## src/rtl/block_allocator_pkg.sv

```systemverilog
// Shared types and helpers for the block allocator: op codes, FSM states,
// header flag position and block-index wrap. Optional feature macro: ALLOC_COUNT_EN.
package mem_alloc_pkg;

  typedef enum logic [1:0] {
    OP_ALLOC = 2'd0,
    OP_FREE  = 2'd1,
    OP_SET   = 2'd2,
    OP_QUERY = 2'd3
  } op_e;

  typedef enum logic [2:0] {
    S_IDLE,
    S_WAIT,
    S_CHECK,
    S_WRITE,
    S_DONE
  } state_e;

  function automatic int flag_bit(input int data_w);
    return data_w - 1;
  endfunction

  // Block 0 is reserved, so the last block wraps back to block 1.
  function automatic int unsigned blk_succ(input int unsigned idx, input int unsigned nblk);
    return (idx >= nblk - 32'd1) ? 32'd1 : idx + 32'd1;
  endfunction

endpackage

```

## src/rtl/block_allocator_if.sv

```systemverilog
// Request/response bundle between the RAM controller op mux and the block allocator.
// Optional feature macro ALLOC_COUNT_EN does not change this bundle.
interface block_allocator_if #(
  parameter int ADDR_W = 10
);
  logic                start;
  mem_alloc_pkg::op_e  op;
  logic [ADDR_W-1:0]   arg_addr;
  logic                busy;
  logic                done;
  logic                ok;
  logic                full;
  logic [ADDR_W-1:0]   result_addr;

  modport master (
    output start, op, arg_addr,
    input  busy, done, ok, full, result_addr
  );

  modport slave (
    input  start, op, arg_addr,
    output busy, done, ok, full, result_addr
  );
endinterface

```

## src/rtl/block_allocator_ptr_wrap.sv

```systemverilog
// Block-index register with wrapped increment (last block -> 1); used for both
// the next-fit pointer and the scan pointer. Optional feature macro: ALLOC_COUNT_EN (unused here).
module block_ptr_wrap
  import mem_alloc_pkg::*;
#(
  parameter int IDX_W = 5,
  parameter int NBLK  = 32
) (
  input  logic             clock,
  input  logic             resetn,
  input  logic             load,
  input  logic [IDX_W-1:0] load_val,
  input  logic             step,
  output logic [IDX_W-1:0] ptr
);

  logic [IDX_W-1:0] ptr_q, ptr_d;

  always_comb begin
    ptr_d = ptr_q;
    if (load) begin
      ptr_d = load_val;
    end else if (step) begin
      ptr_d = IDX_W'(blk_succ(32'(ptr_q), NBLK));
    end
  end

  always_ff @(posedge clock or negedge resetn) begin
    if (!resetn) begin
      ptr_q <= IDX_W'(1);
    end else begin
      ptr_q <= ptr_d;
    end
  end

  assign ptr = ptr_q;

endmodule

```

## src/rtl/block_allocator.sv

```systemverilog
// Next-fit block allocator over a single-port synchronous RAM (alloc/free/set/query).
// Optional feature macro ALLOC_COUNT_EN adds used_count and a fast full path for ALLOC.
//
// state   | meaning
// S_IDLE  | waiting for start; argument check and address load on accept
// S_WAIT  | counting RAM read latency for the header at ram_address
// S_CHECK | header flag valid on ram_q; decide write, skip, or finish
// S_WRITE | one-cycle header write
// S_DONE  | done pulse; ok/full/result_addr valid
module block_allocator
  import mem_alloc_pkg::*;
#(
  parameter int ADDR_W      = 10,
  parameter int DATA_W      = 32,
  parameter int BLOCK_WORDS = 32,
  parameter int RD_LAT      = 1
) (
  input  logic               clock,
  input  logic               resetn,
  block_allocator_if.slave   bus,
  output logic [ADDR_W-1:0]  ram_address,
  output logic               ram_clock,
  output logic [DATA_W-1:0]  ram_data,
  output logic               ram_wren,
  input  logic [DATA_W-1:0]  ram_q
`ifdef ALLOC_COUNT_EN
  ,
  output logic [ADDR_W-1:0]  used_count
`endif
);

  localparam int OFF_W = $clog2(BLOCK_WORDS);
  localparam int IDX_W = ADDR_W - OFF_W;
  localparam int NBLK  = 1 << IDX_W;
  localparam int FLAG  = flag_bit(DATA_W);
  localparam logic [DATA_W-1:0] FLAG_WORD = DATA_W'(1) << FLAG;

  state_e            state_q, state_d;
  op_e               op_q, op_d;
  logic [ADDR_W-1:0] addr_q, addr_d;
  logic [ADDR_W-1:0] res_q, res_d;
  logic [IDX_W-1:0]  cnt_q, cnt_d;
  logic [1:0]        wait_q, wait_d;
  logic              ok_q, ok_d;
  logic              full_q, full_d;

  logic [IDX_W-1:0]  next_ptr, scan_ptr, scan_succ;
  logic              scan_load, scan_step, next_load;
  logic              flag, arg_bad, cnt_full;
  logic              unused_q_bits;

  assign flag          = ram_q[FLAG];
  assign unused_q_bits = ^ram_q[FLAG-1:0];
  assign arg_bad       = (bus.arg_addr == '0) || (bus.arg_addr[OFF_W-1:0] != '0);
  assign scan_succ     = IDX_W'(blk_succ(32'(scan_ptr), NBLK));

  block_ptr_wrap #(.IDX_W(IDX_W), .NBLK(NBLK)) u_next_ptr (
    .clock    (clock),
    .resetn   (resetn),
    .load     (next_load),
    .load_val (scan_succ),
    .step     (1'b0),
    .ptr      (next_ptr)
  );

  block_ptr_wrap #(.IDX_W(IDX_W), .NBLK(NBLK)) u_scan_ptr (
    .clock    (clock),
    .resetn   (resetn),
    .load     (scan_load),
    .load_val (next_ptr),
    .step     (scan_step),
    .ptr      (scan_ptr)
  );

  always_comb begin
    state_d   = state_q;
    op_d      = op_q;
    addr_d    = addr_q;
    res_d     = res_q;
    cnt_d     = cnt_q;
    wait_d    = wait_q;
    ok_d      = ok_q;
    full_d    = full_q;
    scan_load = 1'b0;
    scan_step = 1'b0;
    next_load = 1'b0;
    unique case (state_q)
      S_IDLE: begin
        if (bus.start) begin
          op_d   = bus.op;
          cnt_d  = '0;
          wait_d = 2'(RD_LAT - 1);
          ok_d   = 1'b0;
          full_d = 1'b0;
          res_d  = bus.arg_addr;
          if (bus.op == OP_ALLOC) begin
            res_d = '0;
            if (cnt_full) begin
              full_d  = 1'b1;
              state_d = S_DONE;
            end else begin
              scan_load = 1'b1;
              addr_d    = {next_ptr, {OFF_W{1'b0}}};
              state_d   = S_WAIT;
            end
          end else if (arg_bad) begin
            state_d = S_DONE;
          end else begin
            addr_d  = bus.arg_addr;
            state_d = S_WAIT;
          end
        end
      end
      S_WAIT: begin
        if (wait_q == '0) begin
          state_d = S_CHECK;
        end else begin
          wait_d = wait_q - 2'd1;
        end
      end
      S_CHECK: begin
        res_d = addr_q;
        unique case (op_q)
          OP_ALLOC: begin
            if (!flag) begin
              state_d = S_WRITE;
            end else begin
              scan_step = 1'b1;
              addr_d    = {scan_succ, {OFF_W{1'b0}}};
              cnt_d     = cnt_q + IDX_W'(1);
              wait_d    = 2'(RD_LAT - 1);
              if (cnt_d == IDX_W'(NBLK - 1)) begin
                full_d  = 1'b1;
                res_d   = '0;
                state_d = S_DONE;
              end else begin
                state_d = S_WAIT;
              end
            end
          end
          OP_FREE: state_d = flag ? S_WRITE : S_DONE;
          OP_SET:  state_d = flag ? S_DONE : S_WRITE;
          default: begin
            ok_d    = flag;
            state_d = S_DONE;
          end
        endcase
      end
      S_WRITE: begin
        ok_d      = 1'b1;
        next_load = (op_q == OP_ALLOC);
        state_d   = S_DONE;
      end
      S_DONE:  state_d = S_IDLE;
      default: state_d = S_IDLE;
    endcase
  end

  always_ff @(posedge clock or negedge resetn) begin
    if (!resetn) begin
      state_q <= S_IDLE;
      op_q    <= OP_ALLOC;
      addr_q  <= '0;
      res_q   <= '0;
      cnt_q   <= '0;
      wait_q  <= '0;
      ok_q    <= 1'b0;
      full_q  <= 1'b0;
    end else begin
      state_q <= state_d;
      op_q    <= op_d;
      addr_q  <= addr_d;
      res_q   <= res_d;
      cnt_q   <= cnt_d;
      wait_q  <= wait_d;
      ok_q    <= ok_d;
      full_q  <= full_d;
    end
  end

`ifdef ALLOC_COUNT_EN
  logic [ADDR_W-1:0] used_q, used_d;

  always_comb begin
    used_d = used_q;
    if (ram_wren) begin
      used_d = (op_q == OP_FREE) ? used_q - ADDR_W'(1) : used_q + ADDR_W'(1);
    end
  end

  always_ff @(posedge clock or negedge resetn) begin
    if (!resetn) begin
      used_q <= '0;
    end else begin
      used_q <= used_d;
    end
  end

  assign used_count = used_q;
  assign cnt_full   = (used_q == ADDR_W'(NBLK - 1));
`else
  assign cnt_full = 1'b0;
`endif

  assign ram_clock       = clock;
  assign ram_address     = addr_q;
  assign ram_wren        = (state_q == S_WRITE);
  assign ram_data        = (ram_wren && op_q != OP_FREE) ? FLAG_WORD : '0;
  assign bus.busy        = (state_q != S_IDLE);
  assign bus.done        = (state_q == S_DONE);
  assign bus.ok          = ok_q;
  assign bus.full        = full_q;
  assign bus.result_addr = res_q;

endmodule

```

## src/flat_wrapper.sv

```systemverilog
// flat-port wrapper written by rule: the top's interface ports become plain ports
module block_allocator_flat import mem_alloc_pkg::*;
#(
  parameter int ADDR_W      = 10,
  parameter int DATA_W      = 32,
  parameter int BLOCK_WORDS = 32,
  parameter int RD_LAT      = 1
)
  (clock, resetn, ram_address, ram_clock, ram_data, ram_wren, ram_q, bus_start, bus_op, bus_arg_addr, bus_busy, bus_done, bus_ok, bus_full, bus_result_addr);
  block_allocator_if #(.ADDR_W(ADDR_W)) bus_i ();
  input  logic clock;
  input  logic resetn;
  output logic [ADDR_W-1:0] ram_address;
  output logic ram_clock;
  output logic [DATA_W-1:0] ram_data;
  output logic ram_wren;
  input  logic [DATA_W-1:0] ram_q;
  input wire logic [$bits(bus_i.start)-1:0] bus_start;
  input wire logic [$bits(bus_i.op)-1:0] bus_op;
  input wire logic [$bits(bus_i.arg_addr)-1:0] bus_arg_addr;
  output wire logic [$bits(bus_i.busy)-1:0] bus_busy;
  output wire logic [$bits(bus_i.done)-1:0] bus_done;
  output wire logic [$bits(bus_i.ok)-1:0] bus_ok;
  output wire logic [$bits(bus_i.full)-1:0] bus_full;
  output wire logic [$bits(bus_i.result_addr)-1:0] bus_result_addr;
  assign bus_i.start = bus_start;
  assign bus_i.op = bus_op;
  assign bus_i.arg_addr = bus_arg_addr;
  assign bus_busy = bus_i.busy;
  assign bus_done = bus_i.done;
  assign bus_ok = bus_i.ok;
  assign bus_full = bus_i.full;
  assign bus_result_addr = bus_i.result_addr;
  block_allocator #(.ADDR_W(ADDR_W), .DATA_W(DATA_W), .BLOCK_WORDS(BLOCK_WORDS), .RD_LAT(RD_LAT)) u_core (.clock(clock), .resetn(resetn), .bus(bus_i), .ram_address(ram_address), .ram_clock(ram_clock), .ram_data(ram_data), .ram_wren(ram_wren), .ram_q(ram_q));
endmodule
```

## config.mk

```make
export PLATFORM = sky130hd
export DESIGN_NAME = block_allocator_flat
export DESIGN_NICKNAME = d
export VERILOG_FILES = /design/src/rtl/block_allocator_pkg.sv /design/src/rtl/block_allocator_if.sv /design/src/rtl/block_allocator_ptr_wrap.sv /design/src/rtl/block_allocator.sv /design/src/flat_wrapper.sv
export SDC_FILE = /design/constraint.sdc
export NUM_CORES = 1
export LEC_CHECK = 0
export CAP_MARGIN = 10
export CORE_ASPECT_RATIO = 0.75
export CORE_MARGIN = 2
export CORE_UTILIZATION = 49
export CTS_BUF_LIST = sky130_fd_sc_hd__clkbuf_4 sky130_fd_sc_hd__clkbuf_8
export DETAILED_ROUTE_END_ITERATION = 12
export PLACE_DENSITY = 0.86
export SLEW_MARGIN = 15
export SYNTH_ARGS = -nofsm -noshare
export SYNTH_HDL_FRONTEND = slang
export SYNTH_SLANG_ARGS = --single-unit
```

## constraint.sdc

```tcl
create_clock -name clock -period 5.5 [get_ports clock]
set_clock_uncertainty 0.1 [all_clocks]
set_input_delay 0.55 -clock clock [delete_from_list [all_inputs] [get_ports clock]]
set_output_delay 0.55 -clock clock [all_outputs]
set_load 0.1 [all_outputs]
```

==> flow_metrics.env <==
export IMPL_cp_common_cell="clkbuf_8"
export IMPL_avgRoutedWirePerCell_um=14.9
export IMPL_die_area_um2=6000
export IMPL_ioPinCount=105
export IMPL_fin_ws_ns=0.920
export IMPL_cts_hold_buffers_added=0
export IMPL_post_cts_buffers=0
export IMPL_power_density_nw_per_um2=630
export IMPL_synthCells=272
export IMPL_coreArea_um2=5270
export IMPL_firstDrtPassIters=4
export IMPL_antenna_found_initial=0
export IMPL_ys_types=55
export IMPL_synth_top_cell_area_share=0.398
export IMPL_critPathBufInv=3
export IMPL_clkTransAtPathRegs_ns=0.08
export IMPL_worst_setup_path_start_kind="clock port"
export IMPL_critPathTopFamily="buffers and inverters"
export IMPL_synthToLayoutAreaGrowth_pct=19.2
export IMPL_syn_area_um2=2640
export IMPL_slowest_delay_ns=0.95
export IMPL_async_reset_ff_frac=1.00
export IMPL_place_congestion=0.801
export IMPL_hold_violations=0
export IMPL_setup_viol=0
export IMPL_rows=23
export IMPL_path_cells="clkbuf_8 -> clkbuf_8 -> clkdlybuf4s50_1"
export IMPL_rsz0062_at_grt="no"
export IMPL_seqCellArea_um2=1100
export IMPL_synth_seq_area_share=0.418
export IMPL_vias=2085
export IMPL_synth_area_leader_cell="dfrtp_1"
export IMPL_max_slew_margin=0.342
export IMPL_postRouteAntennaNets=0
export IMPL_die_x_um=88.8
export IMPL_tns_ns=0
export IMPL_hold_path_class="in2async"
export IMPL_drive_gt1_frac=0.127
export IMPL_grt_overflow_total=0
export IMPL_synth_edf_count=0
export IMPL_dpl_hpwl_mm=4.08
export IMPL_drtIter0Drc=138
export IMPL_synth_area_per_cell_um2=9.72
export IMPL_arrival_ns=3.93
export IMPL_final_common_cell="dfrtp_1"
export IMPL_start_util=0.502
export IMPL_synthTopCellsByArea="dfrtp_1 40%, buf_4 9.1%, mux2_2 6.8%"
export IMPL_ys_seq_elements=44
export IMPL_finalMaxSlewViolations=0
export IMPL_crit_fanout=2
export IMPL_grt_pass1_wl_mm=9.28
export IMPL_p_leak_nw=1.38
export IMPL_final_cell_mix="42 x dfrtp_1, 41 x clkdlybuf4s50_1, 31 x conb_1, 26 x nand2_1, 16 x mux2_2"
export IMPL_cp_required_ns=4.85
export IMPL_grt_pass1_vias=1953
export IMPL_critPathCaptureType="primary output"
export IMPL_fillCellCount=444
export IMPL_multi_input_area_um2=1330
export IMPL_cp_slowest_cell="clkdlybuf4s50_1"
export IMPL_tightestPinTransition_ns=0.984
export IMPL_wl_mm=5.78
export IMPL_criticalPathCategory="clk2out"
export IMPL_outcome="finished clean"
export IMPL_fp_dieH_um=67.6
export IMPL_fin_nets=365
export IMPL_post_cts_resized=0
export IMPL_num_antenna_cells=0
export IMPL_clk_insertion_delay_late_ns=0.41
export IMPL_maxCapViolCount=0
export IMPL_hold_ws_ns=0.184
export IMPL_grt_max_degree=45
export IMPL_drc=0
export IMPL_port_buffers=42
export IMPL_viasPerCell=5.36
export IMPL_pre_cts_slack_ns=1.16
export IMPL_synth_ff_type="dfrtp_1"
export IMPL_yosys_warnings=0
export IMPL_ir_drop_mv=0.651
export IMPL_grtUsageTotal=0.204
export IMPL_cts_tree="built"
## worst paths after layout
check | cells after the start | startpoint | slack, ns | to
hold / removal | 1 | resetn | 0.18 | u_core.cnt_q[3]
setup reg to reg | 3 | u_core.state_q[1] | 3.00 | u_core.ram_address[6]
max in group asynchronous | 1 | resetn | 4.51 | u_core.u_scan_ptr.ptr[3]
setup / recovery | 3 | clock | 0.92 | ram_clock
hold reg to reg | 2 | u_core.u_next_ptr.ptr[0] | 0.40 | u_core.u_scan_ptr.ptr[0]
min in group clock | 2 | u_core.u_next_ptr.ptr[0] | 0.40 | u_core.u_scan_ptr.ptr[0]
## logic make-up (layout without fill, tap and decap cells)
kind of cell | count (synthesis) | in the layout | share of synthesized area
compound gates | 56 | 56 | 0.152
xor+xnor | 3 | 3 | 0.00994
fa+ha+maj | 5 | 5 | 0.0237
buf+inv | 53 | 65 | 0.121
flops | 44 | 44 | 0.418
mux | 22 | 22 | 0.0909
other cells | 1 | 31 | 0.00142
simple gates | 88 | 88 | 0.184
## layout make-up
cell class | count | share of cell area
Multi-Input combinational cell | 205 | 0.423
Sequential cell | 44 | 0.350
Timing Repair Buffer | 43 | 0.133
Clock buffer | 10 | 0.0405
Tap cell | 75 | 0.0298
Inverter | 10 | 0.0119
Clock inverter | 2 | 0.0111
## per-stage QoR
step	cells	utilization	power [mW]	instance area (µm²)
after detailed placement	378	0.569	1.67	3000
after CTS	389	0.598	1.99	3150
final	389	0.598	1.98	3150
after global routing	389	0.598	2.07	3150
after global placement	378	0.569	1.66	3000
after floorplan	302	-	1.45	2760
## flip-flops by register name, indices dropped and copies added, names as in the netlist
| name | count |
|---|---|
| u_core.state_q | 3 |
| u_core.bus.result_addr | 10 |
| u_core.ram_address | 10 |
| u_core.op_q | 2 |
| u_core.u_next_ptr.ptr | 5 |
| u_core.wait_q | 2 |
| u_core.cnt_q | 5 |
| u_core.bus.ok | 1 |
| u_core.bus.full | 1 |
| u_core.u_scan_ptr.ptr | 5 |
## report_power, final
group / switching, mW / total [mW] / internal [mW]
registers: 0.104 / 0.517 / 0.413
logic: 0.800 / 1.09 / 0.285
clock network: 0.182 / 0.380 / 0.198
total: 1.09 / 1.98 / 0.896
## synthesized netlist by cell type (2+ instances only)
| cell type | instances |
|---|---|
| dfrtp_1 | 42 |
| buf_4 | 32 |
| nand2_1 | 26 |
| mux2_2 | 16 |
| o21ai_0 | 12 |
| nand4_1 | 11 |
| o211ai_1 | 11 |
| inv_1 | 10 |
| nor2_1 | 10 |
| a21oi_1 | 8 |
| and2_1 | 8 |
| nand2b_1 | 8 |
| clkbuf_1 | 7 |
| mux2i_1 | 6 |
| ha_1 | 5 |
| nand3_1 | 4 |
| a21o_1 | 3 |
| buf_1 | 3 |
| nor2b_1 | 3 |
| o22ai_1 | 3 |
| xnor2_1 | 3 |
| a211oi_1 | 2 |
| a21boi_0 | 2 |
| a31oi_1 | 2 |
| and3_1 | 2 |
| dfstp_2 | 2 |
| nand3b_1 | 2 |
| o31ai_1 | 2 |
## layer usage
layer  wire, µm  vias up  GRT usage
li1           -      985          -
met1       2690     1014      0.280
met2       2660       76      0.306
met3        347       10     0.0526
met4         82        0     0.0890
met5          0        -          0
Power figures use the tool's default switching activity.
